==> src/rtl/iomem_bellek_yonlendirici.sv <==
// iomem request router: RAM window with emulated latency, 64-bit timer, error path.
// A single FSM serialises accesses and completes each with a one-cycle ready pulse.
module iomem_bellek_yonlendirici #(
    parameter logic [31:0] RAM_BASE_ADDR   = 32'h4000_0000,
    parameter logic [31:0] RAM_MASK_ADDR   = 32'h00ff_ffff,
    parameter int unsigned RAM_DELAY       = 16,
    parameter logic [31:0] TIMER_BASE_ADDR = 32'h3000_0000,
    parameter logic [31:0] ERR_RDATA       = 32'hDEAD_BEEF,
    parameter int unsigned RAM_ADDR_W      = 18
) (
    input  logic                  clk_i,
    input  logic                  rst_ni,
    input  logic                  iomem_valid_i,
    output logic                  iomem_ready_o,
    input  logic [3:0]            iomem_wstrb_i,
    input  logic [31:0]           iomem_addr_i,
    input  logic [31:0]           iomem_wdata_i,
    output logic [31:0]           iomem_rdata_o,
    output logic [RAM_ADDR_W-1:0] ram_addr_o,
    output logic [31:0]           ram_wdata_o,
    output logic [3:0]            ram_wstrb_o,
    output logic                  ram_rd_en_o,
    input  logic [31:0]           ram_rdata_i,
    output logic                  bus_err_o,
    output logic [63:0]           timer_o
);

    typedef enum logic [2:0] {
        IDLE,
        RAM_WAIT,
        TMR_RESP,
        ERR_RESP,
        GAP
    } state_e;

    localparam logic [31:0] TIMER_MASK = 32'h0000_000f;
    localparam logic [7:0]  DELAY_LOAD = 8'(RAM_DELAY - 1);

    state_e                state_q;
    state_e                state_d;
    logic [7:0]            cnt_q;
    logic [RAM_ADDR_W-1:0] addr_q;
    logic [31:0]           wdata_q;
    logic [3:0]            ram_wstrb_q;
    logic                  rd_en_q;
    logic                  rd_cap_q;
    logic [31:0]           rdata_q;
    logic [63:0]           timer_q;
    logic                  en_q;
    logic [31:0]           shadow_q;

    logic                  ram_hit;
    logic                  tmr_hit;
    logic                  accept;
    logic                  ram_acc;
    logic                  tmr_acc;
    logic                  err_acc;
    logic                  is_wr;
    logic [1:0]            tmr_off;
    logic [31:0]           tmr_rdata;
    logic [31:0]           tmr_wlo;
    logic [31:0]           tmr_whi;

    assign ram_hit = (iomem_addr_i & ~RAM_MASK_ADDR) == RAM_BASE_ADDR;
    assign tmr_hit = (iomem_addr_i & ~TIMER_MASK) == TIMER_BASE_ADDR;
    assign accept  = (state_q == IDLE) && iomem_valid_i;
    assign ram_acc = accept && ram_hit;
    assign tmr_acc = accept && !ram_hit && tmr_hit;
    assign err_acc = accept && !ram_hit && !tmr_hit;
    assign is_wr   = |iomem_wstrb_i;
    assign tmr_off = iomem_addr_i[3:2];

    // Timer register read mux and byte-lane merge for timer writes
    always_comb begin
        tmr_rdata = '0;
        tmr_wlo   = timer_q[31:0];
        tmr_whi   = timer_q[63:32];
        case (tmr_off)
            2'd0:    tmr_rdata = timer_q[31:0];
            2'd1:    tmr_rdata = shadow_q;
            2'd2:    tmr_rdata = {31'b0, en_q};
            default: tmr_rdata = '0;
        endcase
        for (int b = 0; b < 4; b++) begin
            if (iomem_wstrb_i[b]) begin
                tmr_wlo[8*b +: 8] = iomem_wdata_i[8*b +: 8];
                tmr_whi[8*b +: 8] = iomem_wdata_i[8*b +: 8];
            end
        end
    end

    // FSM state register
    always_ff @(posedge clk_i or negedge rst_ni) begin
        if (!rst_ni) begin
            state_q <= IDLE;
        end else begin
            state_q <= state_d;
        end
    end

    // FSM next state: RAM decode has priority over the timer window
    always_comb begin
        state_d = state_q;
        case (state_q)
            IDLE: begin
                if (iomem_valid_i) begin
                    if (ram_hit) begin
                        state_d = RAM_WAIT;
                    end else if (tmr_hit) begin
                        state_d = TMR_RESP;
                    end else begin
                        state_d = ERR_RESP;
                    end
                end
            end
            RAM_WAIT: begin
                if (cnt_q == 8'd0) begin
                    state_d = GAP;
                end
            end
            TMR_RESP: state_d = GAP;
            ERR_RESP: state_d = GAP;
            GAP:      state_d = IDLE;
            default:  state_d = IDLE;
        endcase
    end

    // FSM outputs: completion pulse and error flag
    always_comb begin
        iomem_ready_o = 1'b0;
        bus_err_o     = 1'b0;
        case (state_q)
            RAM_WAIT: iomem_ready_o = (cnt_q == 8'd0);
            TMR_RESP: iomem_ready_o = 1'b1;
            ERR_RESP: begin
                iomem_ready_o = 1'b1;
                bus_err_o     = 1'b1;
            end
            default: iomem_ready_o = 1'b0;
        endcase
    end

    // Request latch, RAM strobes, latency counter and read data register
    always_ff @(posedge clk_i or negedge rst_ni) begin
        if (!rst_ni) begin
            cnt_q       <= '0;
            addr_q      <= '0;
            wdata_q     <= '0;
            ram_wstrb_q <= '0;
            rd_en_q     <= 1'b0;
            rd_cap_q    <= 1'b0;
            rdata_q     <= '0;
        end else begin
            ram_wstrb_q <= ram_acc ? iomem_wstrb_i : 4'b0;
            rd_en_q     <= ram_acc && !is_wr;
            rd_cap_q    <= rd_en_q;
            if (ram_acc) begin
                addr_q  <= iomem_addr_i[RAM_ADDR_W+1:2];
                wdata_q <= iomem_wdata_i;
                cnt_q   <= DELAY_LOAD;
            end else if (state_q == RAM_WAIT && cnt_q != 8'd0) begin
                cnt_q <= cnt_q - 8'd1;
            end
            if (rd_cap_q) begin
                rdata_q <= ram_rdata_i;
            end else if (tmr_acc && !is_wr) begin
                rdata_q <= tmr_rdata;
            end else if (err_acc) begin
                rdata_q <= ERR_RDATA;
            end
        end
    end

    // Free-running timer; a word write replaces that cycle's increment
    always_ff @(posedge clk_i or negedge rst_ni) begin
        if (!rst_ni) begin
            timer_q  <= '0;
            en_q     <= 1'b1;
            shadow_q <= '0;
        end else begin
            if (tmr_acc && is_wr && tmr_off == 2'd0) begin
                timer_q[31:0] <= tmr_wlo;
            end else if (tmr_acc && is_wr && tmr_off == 2'd1) begin
                timer_q[63:32] <= tmr_whi;
            end else if (en_q) begin
                timer_q <= timer_q + 64'd1;
            end
            if (tmr_acc && is_wr && tmr_off == 2'd2 && iomem_wstrb_i[0]) begin
                en_q <= iomem_wdata_i[0];
            end
            if (tmr_acc && !is_wr && tmr_off == 2'd0) begin
                shadow_q <= timer_q[63:32];
            end
        end
    end

    // RAM read data is forwarded in its arrival cycle so short delays still see it
    assign iomem_rdata_o = rd_cap_q ? ram_rdata_i : rdata_q;
    assign ram_addr_o    = addr_q;
    assign ram_wdata_o   = wdata_q;
    assign ram_wstrb_o   = ram_wstrb_q;
    assign ram_rd_en_o   = rd_en_q;
    assign timer_o       = timer_q;

endmodule
==> config.mk <==
export PLATFORM = sky130hd
export DESIGN_NAME = iomem_bellek_yonlendirici
export DESIGN_NICKNAME = d
export VERILOG_FILES = /design/src/rtl/iomem_bellek_yonlendirici.sv
export SDC_FILE = /design/constraint.sdc
export NUM_CORES = 1
export LEC_CHECK = 0
export ABC_AREA = 1
export BUFFER_PORTS_ARGS = -buffer_cell sky130_fd_sc_hd__buf_2
export CORE_UTILIZATION = 40
export CTS_CLUSTER_SIZE = 16
export DETAILED_ROUTE_END_ITERATION = 7
export PLACE_DENSITY_LB_ADDON = 0.08
export REMOVE_ABC_BUFFERS = 1
export SLEW_MARGIN = 20
export SYNTH_ARGS = -nofsm -noshare
export SYNTH_HDL_FRONTEND = slang
export SYNTH_SLANG_ARGS = --single-unit
==> constraint.sdc <==
create_clock -name clk_i -period 2.55 [get_ports clk_i]
set_input_delay 0.3825 -clock clk_i [delete_from_list [all_inputs] [get_ports clk_i]]
set_output_delay 0.3825 -clock clk_i [all_outputs]
set_load 0.01 [all_outputs]
==> impl_metrics.sql, run 1 <==
INSERT INTO impl_metrics (metric_group, metric, value, unit) VALUES
('floorplanning', 'start_util', '41.19', '%'),
('finish', 'num-nets-final', '2150', ''),
('pwr', 'p_per_area', '480.2', 'nW/um2'),
('worst_hold_path', 'class_of_the_worst_hold_path', 'in2reg', ''),
('worst_setup_path', 'critical_path_peak_fanout', '5', ''),
('worst_setup_path', 'crit_type', 'reg2reg', ''),
('floorplanning', 'die_w', '174.8', 'um'),
('sta', 'worst_max_slew_margin_expressed_relative_to_the_limit', '52.93', '%'),
('sta', 'max_clock_freq', '423.2', 'MHz'),
('detailed_routing', 'drt-pass1-iter-count', '8', ''),
('synth', 'yosys_most_used_dff', 'sky130_fd_sc_hd__dfrtp_1', ''),
('detailed_routing', 'wl_per_cell', '18.82', 'um'),
('floorplanning', 'pin_count', '256', ''),
('grt', 'initial_antenna_violation_count', '1', ''),
('synth', 'ys_seq_elements', '196', ''),
('finish', 'total_inserted_antenna_cells', '0', ''),
('finish', 'postLayoutCellArea', '14400', 'um2'),
('synth', 'synthesis.area', '11950', 'um2'),
('pwr', 'max-vdd-ir-drop', '0.0003716', 'V'),
('placement', 'portBuffers', '253', ''),
('synth', 'yosys_warnings', '0', ''),
('clock_network', 'cts.clk_slew.worst_paths', '80', 'ps'),
('synth', 'ys_async_rst_share', '100.0', '%'),
('grt', 'grt_pass1_vias', '11790', ''),
('synth', 'synth.area.top_cells', 'sky130_fd_sc_hd__dfrtp_1 41%, sky130_fd_sc_hd__nand2_1 26%, sky130_fd_sc_hd__nand3_1 5.6%, sky130_fd_sc_hd__nor2_1 5.2%, sky130_fd_sc_hd__inv_1 4.4%', ''),
('clock_network', 'clock_tree_from_tritoncts', 'built', ''),
('clock_network', 'cts_buffers', '17', ''),
('clock_network', 'root_buffer', 'sky130_fd_sc_hd__clkbuf_16', ''),
('sta', 'final_max_slew_viols', '0', ''),
('synth', 'yosys.cell_count.top_type', 'sky130_fd_sc_hd__nand2_1', ''),
('finish', 'final.fill_count', '3103', ''),
('pwr', 'power.total', '6.913', 'mW'),
('finish', 'final_core_utilization', '49.62', '%'),
('synth', 'yosys_cell_types', '39', ''),
('sta', 'setup_slack', '186.8', 'ps'),
('detailed_routing', 'first_iter_violations', '1279', ''),
('detailed_routing', 'routed_wirelength', '45930', 'um'),
('flow_run', 'maxCapViolCount', '0', ''),
('grt', 'grt_start_max_net_pins', '66', ''),
('detailed_routing', 'postRouteAntennaNets', '0', ''),
('floorplanning', 'core_area', '29010', 'um2'),
('sta', 'setup-violations-final', '0', ''),
('synth', 'synth.cells.most_frequent', '818 x sky130_fd_sc_hd__nand2_1, 195 x sky130_fd_sc_hd__dfrtp_1, 165 x sky130_fd_sc_hd__nor2_1', ''),
('detailed_routing', 'drc', '0', ''),
('placement', 'globalplace.congestion', '0.9852', ''),
('clock_network', 'post_cts_resized', '0', ''),
('grt', 'first_pass_grt_wire_length', '70080', 'um'),
('synth', 'post_synthesis_area_per_instance', '6.691', 'um2'),
('clock_network', 'cts_max_level', '4', ''),
('sta', 'worst_pin_slew', '706.1', 'ps'),
('sta', 'post-route-period-util', '92.68', '%'),
('run_status', 'status', 'finished, final reports clean', ''),
('grt', 'globalRoute.totalOverflow', '0', ''),
('sta', 'post_layout_minimum_cycle_time', '2363', 'ps'),
('sta', 'fin_worst_skew', '15.34', 'ps'),
('finish', 'layout-drive-gt1-share', '17.84', '%'),
('placement', 'pre_cts_slack', '184.7', 'ps'),
('synth', 'synth_cells', '1786', ''),
('worst_setup_path', 'end_kind', 'flip-flop', ''),
('sta', 'final.setup.tns', '0', 'ps'),
('floorplanning', 'total_die_area', '30570', 'um2'),
('detailed_routing', 'detailroute.via_count', '12550', ''),
('grt', 'track_usage', '30.52', '%'),
('pwr', 'leakage_power', '7.280', 'nW'),
('synth', 'synth.yosys.seq_area_share', '41.05', '%'),
('synth', 'synth_enable_flop_cells', '0', ''),
('finish', 'flow.area_growth_from_synthesis', '20.47', '%'),
('worst_setup_path', 'critPathRequiredTime', '2950', 'ps'),
('worst_setup_path', 'cp-start-kind', 'flip-flop', ''),
('worst_setup_path', 'worstPathArrival', '2760', 'ps'),
('clock_network', 'cts_max_path_buffers', '2', ''),
('floorplanning', 'fp.dieH', '174.8', 'um'),
('synth', 'yosysTopAreaCellShare', '40.83', '%'),
('sta', 'rsz_0062_raised_after_global_routing', 'no', ''),
('detailed_routing', 'post_drt_via_cell_ratio', '5.140', ''),
('synth', 'synth_largest_area_cell', 'sky130_fd_sc_hd__dfrtp_1', ''),
('placement', 'placed_cell_area', '13820', 'um2'),
('clock_network', 'clk-insertion-delay-late', '460', 'ps'),
('clock_network', 'tritoncts_num_sinks', '196', ''),
('sta', 'timing.final.hold_violations', '0', ''),
('placement', 'dp_hpwl', '34950', 'um'),
('floorplanning', 'std_cell_rows', '62', '');
## layout by cell type (no fill, tap or decap), drive strengths merged
cell type and count:
nor2 180, nand3b 2, dfstp 1, o31ai 1, clkbuf 23, clkinv 5
dlygate4sd3 1, clkinvlp 3, o21ai 145, o211ai 5, nand3 144, o22ai 1
a211oi 2, and2 6, bufinv 2, xor2 34, nor3 4, nand2 821
nor4 2, a21oi 6, ha 3, dfrtp 195, inv 145, nand4 21
buf 296, a22o 9
## worst max-delay path: stages (launching register included)
cell	delay [ps]
sky130_fd_sc_hd__dfrtp_1	440
sky130_fd_sc_hd__ha_1	330
sky130_fd_sc_hd__inv_1	100
sky130_fd_sc_hd__nor2_2	190
sky130_fd_sc_hd__nand2_1	140
sky130_fd_sc_hd__nor2_2	260
sky130_fd_sc_hd__nand2_1	150
sky130_fd_sc_hd__nor2_1	130
sky130_fd_sc_hd__buf_4	150
sky130_fd_sc_hd__nand2_1	50
sky130_fd_sc_hd__nand2_1	80
sky130_fd_sc_hd__nand2_1	60
sky130_fd_sc_hd__nand2_1	80
sky130_fd_sc_hd__nand3_1	60
sky130_fd_sc_hd__nand2_1	80
## worst paths after layout
kind,cells after the start,slack [ps],end,start
worst max-delay path,14,190,timer_o[40]$_DFFE_PN0P_,timer_o[0]$_DFFE_PN0P_
worst min-delay path,3,140,ram_addr_o[10]$_DFFE_PN0P_,iomem_addr_i[12]
worst max register to register,14,190,timer_o[40]$_DFFE_PN0P_,timer_o[0]$_DFFE_PN0P_
worst min register to register,0,380,rd_cap_q$_DFF_PN0_,ram_rd_en_o$_DFF_PN0_
max in group asynchronous,3,1350,rdata_q[17]$_DFFE_PN0P_,rst_ni
min in group asynchronous,2,470,rdata_q[0]$_DFFE_PN0P_,rst_ni
## registers in the layout (all words and copies together) (netlist names)
| name | cells |
|---|---|
| ram_rd_en_o | 1 |
| shadow_q | 32 |
| rd_cap_q | 1 |
| timer_o | 64 |
| rdata_q | 32 |
| en_q | 1 |
| ram_wdata_o | 32 |
| state_q | 3 |
| cnt_q | 8 |
| ram_wstrb_o | 4 |
| ram_addr_o | 18 |
## per-layer routing
layer  GRT usage, %  share of wire (%)  up-vias
li1               -                  -     6124
met1          42.87                 46     5920
met2          48.79                 46      451
met3          4.286                5.8       51
met4          8.949                2.3        0
met5              0                  0        -
## kinds of logic (layout without fill, tap and decap cells)
family | after synthesis | after routing | synth area share [%]
simple gates | 1180 | 1180 | 41.46
compound gates | 169 | 169 | 7.706
buf+inv | 204 | 475 | 6.973
fa+ha+maj | 3 | 3 | 0.3141
flops | 196 | 196 | 41.05
xor+xnor | 34 | 34 | 2.492
## per-stage QoR
step	hold slack, ps	instances
5_1_grt	136.6	2441
2_1_floorplan	86.91	1727
6_report	139.8	2441
3_5_place_dp	355.1	2408
3_3_place_gp	355.7	2408
4_1_cts	131.7	2441
## final cells by class
cell class                 instances  area (um2)  area share, %
clock buffer                      22       444.2          3.085
clock inverter                    10       126.4         0.8778
sequential                       196        4906          34.08
timing repair buffer             298        1678          11.65
multi-input combinational       1386        6216          43.18
tap                              384       480.5          3.337
inverter                         145       545.5          3.789
## report_power, final
| part | switching [mW] | leakage (nW) | total (mW) | internal, mW |
|---|---|---|---|---|
| Sequential | 0.0692 | 2.59 | 3.28 | 3.21 |
| Clock | 1.33 | 0.266 | 2.79 | 1.46 |
| Combinational | 0.573 | 4.42 | 0.841 | 0.268 |
## repair_timing
item                       4_1_cts  5_1_grt
setup endpoints to repair        0        0
hold buffers                     1        0
buffers inserted                 0        0
hold endpoints to repair        50        0
Power figures use the tool's default switching activity.
==> inputs of run 2 (changes only) <==
MAX_ROUTING_LAYER = met4   (was not set)
clock period = 3 ns   (was 2.55 ns; I/O delays follow)
==> run 2 against run 1 <==
Clock skew rose by 3.2 ps. Design area fell by 0.93%. Global-route usage rose by 0.46 points. Critical path depth fell by 1. Register-to-register slack improved by 300 ps. Worst hold slack improved by 65 ps. Combinational power fell by 18%. Power fell by 16%. Count of clock-buffer cells in the layout fell by 2. Clock power fell by 18%. Via count fell by 1.7%. Die area did not move. Critical endpoint unchanged. Largest cell class unchanged. Highest routed layer unchanged.
==> impl_metrics.sql, run 2 (same netlist as run 1, synthesis figures left out) <==
INSERT INTO impl_metrics (metric_group, metric, value, unit) VALUES
('run_status', 'status', 'finished, final reports clean', ''),
('clock_network', 'cts_max_level', '4', ''),
('worst_setup_path', 'worstPathBufferInverterCount', '1', ''),
('sta', 'fin_worst_skew', '18.50', 'ps'),
('floorplanning', 'std_cell_rows', '62', ''),
('detailed_routing', 'postRouteAntennaNets', '0', ''),
('worst_setup_path', 'critical_path.cell_chain', 'ha_1 > inv_1 > nor2_2 > nand2_1 > nor2_2 > nand2_1 > nor2_1 > nand2_1 > nand2_1 > nand2_1 > nand2_1 > nand3_1 > nand2_1', ''),
('clock_network', 'post_cts_resized', '0', ''),
('sta', 'post-route-period-util', '83.88', '%'),
('floorplanning', 'fp.dieH', '174.8', 'um'),
('grt', 'globalRoute.totalOverflow', '0', ''),
('clock_network', 'clock_tree_from_tritoncts', 'built', ''),
('placement', 'pre_cts_slack', '554.4', 'ps'),
('pwr', 'net-switching-power', '1.697', 'mW'),
('sta', 'worst_pin_slew', '877.3', 'ps'),
('flow_run', 'maxCapViolCount', '0', ''),
('detailed_routing', 'drc', '0', ''),
('worst_hold_path', 'timing.hold.worst_path_depth', '3', ''),
('finish', 'fin_cells', '2427', ''),
('detailed_routing', 'routed_wirelength', '45330', 'um'),
('finish', 'layout_commonest_cell', 'sky130_fd_sc_hd__nand2_1', ''),
('worst_setup_path', 'worstPathArrival', '2910', 'ps'),
('grt', 'grt_start_max_net_pins', '65', ''),
('clock_network', 'cts.clk_slew.worst_paths', '80', 'ps'),
('pwr', 'max-vdd-ir-drop', '0.0003440', 'V'),
('grt', 'first_pass_grt_wire_length', '69210', 'um'),
('clock_network', 'clk-insertion-delay-late', '460', 'ps'),
('worst_setup_path', 'r2r.worst_path.cells', '13', ''),
('clock_network', 'root_buffer', 'sky130_fd_sc_hd__clkbuf_16', ''),
('worst_setup_path', 'crit_type', 'reg2reg', ''),
('pwr', 'pwr-share-comb', '11.9', '%'),
('sta', 'max_clock_freq', '397.4', 'MHz'),
('finish', 'final.fill_count', '3089', ''),
('grt', 'track_usage', '30.98', '%'),
('worst_setup_path', 'end_kind', 'flip-flop', ''),
('finish', 'num-nets-final', '2136', ''),
('sta', 'worst_max_slew_margin_expressed_relative_to_the_limit', '40.97', '%'),
('detailed_routing', 'drt-pass1-iter-count', '5', ''),
('pwr', 'p_per_area', '405.3', 'nW/um2'),
('floorplanning', 'total_die_area', '30570', 'um2'),
('pwr', 'power.total', '5.780', 'mW'),
('placement', 'dp_cells', '2394', ''),
('worst_setup_path', 'critical_path_peak_fanout', '6', ''),
('floorplanning', 'core_area', '29010', 'um2'),
('finish', 'seqCellArea', '4906', 'um2'),
('worst_setup_path', 'crit_path_top_delay_cell', 'sky130_fd_sc_hd__dfrtp_1', ''),
('placement', 'globalplace.congestion', '0.9806', ''),
('worst_setup_path', 'timing.critical_path.slowest_cell_delay', '450', 'ps'),
('finish', 'layout-drive-gt1-share', '17.47', '%'),
('floorplanning', 'start_util', '41.19', '%'),
('worst_hold_path', 'class_of_the_worst_hold_path', 'in2reg', ''),
('pwr', 'leakage_power', '7.212', 'nW'),
('floorplanning', 'die_w', '174.8', 'um'),
('pwr', 'seqPwrFrac', '48.3', '%'),
('placement', 'portBuffers', '253', ''),
('sta', 'final_max_slew_viols', '0', ''),
('grt', 'initial_antenna_violation_count', '0', ''),
('sta', 'timing.final.hold_violations', '0', ''),
('finish', 'largest_register_ff_count', '64', ''),
('clock_network', 'tritoncts_num_sinks', '196', ''),
('worst_setup_path', 'critPathRequiredTime', '3390', 'ps'),
('sta', 'post_layout_minimum_cycle_time', '2516', 'ps'),
('detailed_routing', 'wl_per_cell', '18.68', 'um'),
('sta', 'rsz_0062_raised_after_global_routing', 'no', ''),
('placement', 'dp_hpwl', '34490', 'um'),
('detailed_routing', 'post_drt_via_cell_ratio', '5.081', ''),
('worst_setup_path', 'timing.critical_path.mode_cell', 'sky130_fd_sc_hd__nand2_1', ''),
('worst_setup_path', 'critical_path.top_delay_family', 'simple AND/OR/NAND/NOR gates', ''),
('pwr', 'internal_power', '4.083', 'mW'),
('clock_network', 'cts_max_path_buffers', '2', ''),
('finish', 'area_of_the_multi_input_gates', '6216', 'um2'),
('worst_setup_path', 'critical_path_cell_count', '13', ''),
('sta', 'setup_slack', '483.6', 'ps'),
('finish', 'most-common-layout-cells', '818 x sky130_fd_sc_hd__nand2_1, 252 x sky130_fd_sc_hd__buf_2, 195 x sky130_fd_sc_hd__dfrtp_1', ''),
('sta', 'setup-violations-final', '0', ''),
('finish', 'flow.area_growth_from_synthesis', '19.35', '%'),
('worst_setup_path', 'cp-start-kind', 'flip-flop', ''),
('floorplanning', 'pin_count', '256', ''),
('finish', 'total_inserted_antenna_cells', '0', ''),
('pwr', 'power_frac_clock', '39.8', '%'),
('pwr', 'net_switching_share_of_the_total_power', '29.36', '%'),
('clock_network', 'cts_buffers', '17', ''),
('clock_network', 'post-cts-setup-buffer-count', '0', ''),
('grt', 'grt_pass1_vias', '11610', ''),
('detailed_routing', 'first_iter_violations', '1119', ''),
('detailed_routing', 'detailroute.via_count', '12330', '');
## run 2: changes by cell type in the layout (fill, tap and decap cells not counted), sizes merged
cell,previous run,this run
buf,296,282
bufinv,2,0
clkbuf,23,21
clkinv,5,8
clkinvlp,3,0
inv,145,149
## run 2: layout make-up
class                           count  share of cell area [%]
Clock inverter                     12                  0.7720
Tap cell                          384                   3.369
Clock buffer                       20                   3.202
Sequential cell                   196                   34.40
Inverter                          145                   3.825
Timing Repair Buffer              284                   10.85
Multi-Input combinational cell   1386                   43.58
## run 2: stage by stage
stage	hold slack [ps]	setup TNS, ps	area, um2	util (%)
after global routing	207.4	0	14260	49.16
after CTS	197.0	0	14260	49.16
after floorplan	154.4	-1030	11660	-
final	204.5	0	14260	49.16
after detailed placement	394.3	0	13690	47.17
after global placement	383.1	0	13690	47.17
## run 2: worst reg2reg max path, stage by stage, from the launching register on
cell and delay [ps]:
sky130_fd_sc_hd__dfrtp_1 450, sky130_fd_sc_hd__ha_1 340, sky130_fd_sc_hd__inv_1 100, sky130_fd_sc_hd__nor2_2 200, sky130_fd_sc_hd__nand2_1 130, sky130_fd_sc_hd__nor2_2 200
sky130_fd_sc_hd__nand2_1 140, sky130_fd_sc_hd__nor2_1 380, sky130_fd_sc_hd__nand2_1 110, sky130_fd_sc_hd__nand2_1 90, sky130_fd_sc_hd__nand2_1 50, sky130_fd_sc_hd__nand2_1 110
sky130_fd_sc_hd__nand3_1 70, sky130_fd_sc_hd__nand2_1 90
## run 2: power groups by stage
stage	logic [mW]	registers (mW)	clock network [mW]
CTS	0.695	2.79	2.34
finish	0.690	2.79	2.30
detailed placement	0.693	2.84	0
global placement	0.679	2.84	0
floorplan	0.326	2.84	0
global route	0.766	2.80	2.43
## run 2: worst paths after layout
kind                                              end  slack, ps                   start
setup / recovery              timer_o[40]$_DFFE_PN0P_        480  timer_o[1]$_DFFE_PN0P_
hold / removal             ram_addr_o[10]$_DFFE_PN0P_        200        iomem_addr_i[12]
setup reg to reg              timer_o[40]$_DFFE_PN0P_        480  timer_o[1]$_DFFE_PN0P_
hold reg to reg                    rd_cap_q$_DFF_PN0_        400   ram_rd_en_o$_DFF_PN0_
max in group asynchronous     timer_o[24]$_DFFE_PN0P_       1710                  rst_ni
min in group asynchronous        cnt_q[5]$_DFFE_PN0P_        550                  rst_ni
## run 2: timing repair
| item | 4_1_cts | 5_1_grt |
|---|---|---|
| hold buffers | 1 | 0 |
| setup endpoints to repair | 0 | 0 |
| endpoints found under the hold margin | 27 | 0 |
## run 2: metal layers
layer | GRT usage (%) | vias up | routed length (um)
met5 | - | - | 0
met4 | 8.696 | 0 | 1003
met2 | 47.93 | 433 | 20700
met3 | 3.916 | 51 | 2883
met1 | 42.60 | 5755 | 20740
li1 | - | 6093 | -
